[config.mk]
export PLATFORM = sky130hd
export DESIGN_NAME = serial_subtractor_flat
export DESIGN_NICKNAME = d
export VERILOG_FILES = /design/src/rtl/serial_subtractor_if.sv /design/src/rtl/serial_subtractor.sv /design/src/flat_wrapper.sv
export SDC_FILE = /design/constraint.sdc
export NUM_CORES = 1
export LEC_CHECK = 0
export CAP_MARGIN = 20
export CORE_AREA = 2 2 74 55
export DETAILED_ROUTE_END_ITERATION = 7
export DIE_AREA = 0 0 76 57
export PLACE_DENSITY = 0.8
export SLEW_MARGIN = 10
export SYNTH_ARGS = -nofsm -noshare
export SYNTH_HDL_FRONTEND = slang
export SYNTH_SLANG_ARGS = --single-unit
[constraint.sdc]
create_clock -name clk -period 2.9 [get_ports clk]
set_input_delay 0.87 -clock clk [delete_from_list [all_inputs] [get_ports clk]]
set_output_delay 0.87 -clock clk [all_outputs]
set_load 0.02 [all_outputs]
[src/rtl/serial_subtractor_if.sv]
// Start/done handshake and operand/result bundle for the bit-serial subtractor.
interface serial_subtractor_if #(
  parameter int unsigned WIDTH = 8
);
  logic             start;
  logic [WIDTH-1:0] a;
  logic [WIDTH-1:0] b;
  logic             bin;
  logic             busy;
  logic             done;
  logic [WIDTH-1:0] diff;
  logic             bout;

  modport master (
    output start, a, b, bin,
    input  busy, done, diff, bout
  );

  modport slave (
    input  start, a, b, bin,
    output busy, done, diff, bout
  );
endinterface

[src/rtl/serial_subtractor.sv]
// Bit-serial subtractor: diff = a - b - bin, LSB first, one full-subtractor cell and
// a registered borrow; one bit per clock with a start/done handshake.
module serial_subtractor #(
  parameter int unsigned WIDTH = 8
) (
  input logic                clk,
  input logic                rst,
  serial_subtractor_if.slave sub_io
);

  localparam int unsigned CntW = $clog2(WIDTH);

  typedef enum logic [1:0] {StIdle, StRun, StDone} state_e;

  state_e           state_q, state_d;
  logic [WIDTH-1:0] a_sh_q, a_sh_d;
  logic [WIDTH-1:0] b_sh_q, b_sh_d;
  // Holds the low WIDTH-1 result bits; the final bit joins them on the edge into DONE.
  logic [WIDTH-2:0] res_q, res_d;
  logic             borrow_q, borrow_d;
  logic [CntW-1:0]  cnt_q, cnt_d;
  logic [WIDTH-1:0] diff_q, diff_d;
  logic             bout_q, bout_d;

  logic             x, y, w, d, nb;
  logic [WIDTH-1:0] shift_in;

  assign x        = a_sh_q[0];
  assign y        = b_sh_q[0];
  assign w        = borrow_q;
  assign d        = x ^ y ^ w;
  assign nb       = (~x & y) | (~(x ^ y) & w);
  assign shift_in = {d, res_q};

  always_comb begin
    state_d  = state_q;
    a_sh_d   = a_sh_q;
    b_sh_d   = b_sh_q;
    res_d    = res_q;
    borrow_d = borrow_q;
    cnt_d    = cnt_q;
    diff_d   = diff_q;
    bout_d   = bout_q;

    unique case (state_q)
      StIdle, StDone: begin
        if (sub_io.start) begin
          state_d  = StRun;
          a_sh_d   = sub_io.a;
          b_sh_d   = sub_io.b;
          borrow_d = sub_io.bin;
          cnt_d    = '0;
        end else begin
          state_d = StIdle;
        end
      end
      StRun: begin
        a_sh_d   = {1'b0, a_sh_q[WIDTH-1:1]};
        b_sh_d   = {1'b0, b_sh_q[WIDTH-1:1]};
        res_d    = shift_in[WIDTH-1:1];
        borrow_d = nb;
        cnt_d    = cnt_q + CntW'(1);
        if (cnt_q == CntW'(WIDTH - 1)) begin
          state_d = StDone;
          diff_d  = shift_in;
          bout_d  = nb;
        end
      end
      default: state_d = StIdle;
    endcase
  end

  always_ff @(posedge clk or posedge rst) begin
    if (rst) begin
      state_q  <= StIdle;
      a_sh_q   <= '0;
      b_sh_q   <= '0;
      res_q    <= '0;
      borrow_q <= 1'b0;
      cnt_q    <= '0;
      diff_q   <= '0;
      bout_q   <= 1'b0;
    end else begin
      state_q  <= state_d;
      a_sh_q   <= a_sh_d;
      b_sh_q   <= b_sh_d;
      res_q    <= res_d;
      borrow_q <= borrow_d;
      cnt_q    <= cnt_d;
      diff_q   <= diff_d;
      bout_q   <= bout_d;
    end
  end

  assign sub_io.busy = (state_q == StRun);
  assign sub_io.done = (state_q == StDone);
  assign sub_io.diff = diff_q;
  assign sub_io.bout = bout_q;

endmodule

[src/flat_wrapper.sv]
// flat-port wrapper written by rule: the top's interface ports become plain ports
module serial_subtractor_flat 
#(
  parameter int unsigned WIDTH = 8
)
  (clk, rst, sub_io_start, sub_io_a, sub_io_b, sub_io_bin, sub_io_busy, sub_io_done, sub_io_diff, sub_io_bout);
  serial_subtractor_if #(.WIDTH(WIDTH)) sub_io_i ();
  input logic clk;
  input logic rst;
  input wire logic [$bits(sub_io_i.start)-1:0] sub_io_start;
  input wire logic [$bits(sub_io_i.a)-1:0] sub_io_a;
  input wire logic [$bits(sub_io_i.b)-1:0] sub_io_b;
  input wire logic [$bits(sub_io_i.bin)-1:0] sub_io_bin;
  output wire logic [$bits(sub_io_i.busy)-1:0] sub_io_busy;
  output wire logic [$bits(sub_io_i.done)-1:0] sub_io_done;
  output wire logic [$bits(sub_io_i.diff)-1:0] sub_io_diff;
  output wire logic [$bits(sub_io_i.bout)-1:0] sub_io_bout;
  assign sub_io_i.start = sub_io_start;
  assign sub_io_i.a = sub_io_a;
  assign sub_io_i.b = sub_io_b;
  assign sub_io_i.bin = sub_io_bin;
  assign sub_io_busy = sub_io_i.busy;
  assign sub_io_done = sub_io_i.done;
  assign sub_io_diff = sub_io_i.diff;
  assign sub_io_bout = sub_io_i.bout;
  serial_subtractor #(.WIDTH(WIDTH)) u_core (.clk(clk), .rst(rst), .sub_io(sub_io_i));
endmodule
==> results.ini <==
[worst_setup_path]
startpoint_type = flop
required_ps = 2030
worst_ep_arrival_time_ps = 1790
ff2ff_path_depth = 5
endpoint_kind = output port
crit_type = flop to output port
cp_max_fo = 23

[clocking]
worstSkewPairLatency_ps = 290
cts_buffers = 5
clock_sinks = 38
cts_tree = yes
cts_buffer_depth = 2
cts-hold-fix-buffers = 0
cts_setup_buffers = 0
clkTransAtPathRegs_ps = 80
cts_resized = 0
ctsHtreeMaxLevel = 2
cts_root_buf = clkbuf_8

[synth]
syn-cell-area_mm2 = 0.001752
ys_seq_area_share_pct = 54.29
synth_edf_count = 0
synthFlopType = dfrtp_1
yosys_warnings = 0
synth-seq-cells = 38
syn_area_per_cell_um2 = 11.60
synth_fp_nets = 174
ys_types = 26
async_flop_share_pct = 100.0
synthCells = 151

[finish]
num-nets-final = 205
final_layout_size_suffix_gt1_share_pct = 19.67
layout_common_cells = dfrtp_1 (38), clkdlybuf4s50_1 (30), nand2_1 (22)
fillers = 293
final_common_cell = dfrtp_1
register_area_um2 = 950.9
multi_input_area_um2 = 695.7
n_antenna_cell = 0
final_cells = 235
syn2layout_area_growth_pct = 25.79

[drt]
dr.pass1.iters = 4
wl_per_cell_um = 14.66
via_per_inst = 5.179
routed-via-count = 1217
ant_nets = 0
drc = 0
drt_iter0_markers = 73
wl_mm = 3.445

[pwr]
p_per_area_mw_per_mm2 = 1158
ir_worst_vdd_uv = 482.7
power.leakage_nw = 1.010

[placed_design]
place_inst = 227
port-buffer-count = 30
gp_congestion = 0.7247
dp_hpwl_mm = 2.307

[timing]
relSlewSlack_pct = 68.66
fin_tns_setup_ps = 0
fin_crit_ps = 2659
timing.fmax_mhz = 376.0
period_share_pct = 91.71
worst_slew_pin_slew_ps = 470.2
setup_viol = 0
slew_violations = 0
fin_skew_ps = 9.632
rsz0062_at_grt = no
hold_viol = 0

[hold_path]
min_path_cells = 2
hp-class = flop to flop

[global_routing]
grt_max_degree = 39
grt_pass1_vias = 1264
grt_overflow = 0
antenna_found_initial = 0
grtUsageTotal_pct = 17.43
grt_pass1_wl_mm = 5.789

[floorplan]
row_count = 19
die_x_um = 76
initial_utilization_pct = 47.54
coreArea_mm2 = 0.003685
dieArea_mm2 = 0.004332
ioPinCount = 31
die_h_um = 57

[status]
status = complete, no violations

[job]
maxCapViolCount = 0

[synth_stat cells, types with 2 or more instances]
cell      number  share of area, %
mux2_2         2               1.3
mux2_4         7               6.0
o21ai_0        3              0.86
nor3_2        10               5.7
nor2b_1        4               1.4
nand2_1       22               4.7
dfrtp_1       38                54
mux2i_1        2               1.1
buf_2          3              0.86
buf_4          2              0.86
a22o_1         4               2.0
nor3_1         2              0.57
inv_1          4              0.86
buf_6          5               3.2
o22ai_1       12               4.3
ha_1           2               1.4
a211oi_1       3               1.3
nor2_1        15               3.2
a21oi_1        4               1.1
[critical path, cell delays in order (launching register included)]
cell and delay (ps):
dfrtp_1 490, nand2b_4 310, inv_2 100, clkdlybuf4s50_1 600
[cells by family after synthesis]
logic type               share of synthesized area, %
AO/OA/AOI/OAI                                   9.571
adder cells (fa/ha/maj)                         2.571
buffers and inverters                           5.999
flip-flops                                      54.29
multiplexers                                    8.428
AND/OR/NAND/NOR                                 19.14
[layout make-up]
cell class	count	share of cell area (%)
clock buffer	6	3.748
clock inverter	2	2.726
inverter	5	0.8518
multi-input combinational	98	31.57
sequential	38	43.16
tap	52	2.953
timing repair buffer	34	14.99
[sequential cells by signal, indices dropped and copies added, names as in the netlist]
register / count
u_core.a_sh_q: 8
u_core.res_q: 7
u_core.sub_io.diff: 8
u_core.cnt_q: 3
u_core.sub_io.bout: 1
u_core.b_sh_q: 8
u_core.state_q: 2
u_core.borrow_q: 1
[routing by layer]
| layer | vias up | wire length (um) | global-route usage (%) |
|---|---|---|---|
| met5 | - | 0 | 0 |
| met4 | 0 | 42 | 5.714 |
| met3 | 4 | 162 | 6.329 |
| met2 | 27 | 1654 | 29.08 |
| met1 | 606 | 1585 | 21.57 |
| li1 | 580 | - | - |
[power breakdown]
group / switching (mW) / internal, mW / leakage [nW]
clock: 0.182 / 0.367 / 0.0714
combinational: 0.535 / 0.497 / 0.474
sequential: 0.187 / 0.783 / 0.464
[worst paths after layout]
check,from,to,slack (ps)
setup / recovery,u_core.state_q[1],sub_io_busy,240
hold / removal,u_core.sub_io.bout,u_core.sub_io.bout,500
setup reg to reg,u_core.state_q[1],u_core.cnt_q[1],1290
hold reg to reg,u_core.sub_io.bout,u_core.sub_io.bout,500
max in group asynchronous,rst,u_core.a_sh_q[1],1580
min in group asynchronous,rst,u_core.b_sh_q[4],980
[stage by stage]
stage / instance area, um^2 / utilization (%) / worst slack [ps] / hold slack (ps) / power, mW
2_1_floorplan: 1752 / - / 1086 / 445.9 / 1.706
3_3_place_gp: 2061 / 55.93 / 594.8 / 465.1 / 1.945
3_5_place_dp: 2061 / 55.93 / 543.5 / 486.2 / 2.006
4_1_cts: 2203 / 59.80 / 243.7 / 503.1 / 2.568
5_1_grt: 2203 / 59.80 / 158.3 / 534.2 / 2.726
6_report: 2203 / 59.80 / 240.5 / 497.1 / 2.551
Note: power is estimated with default switching activity, not from simulation.
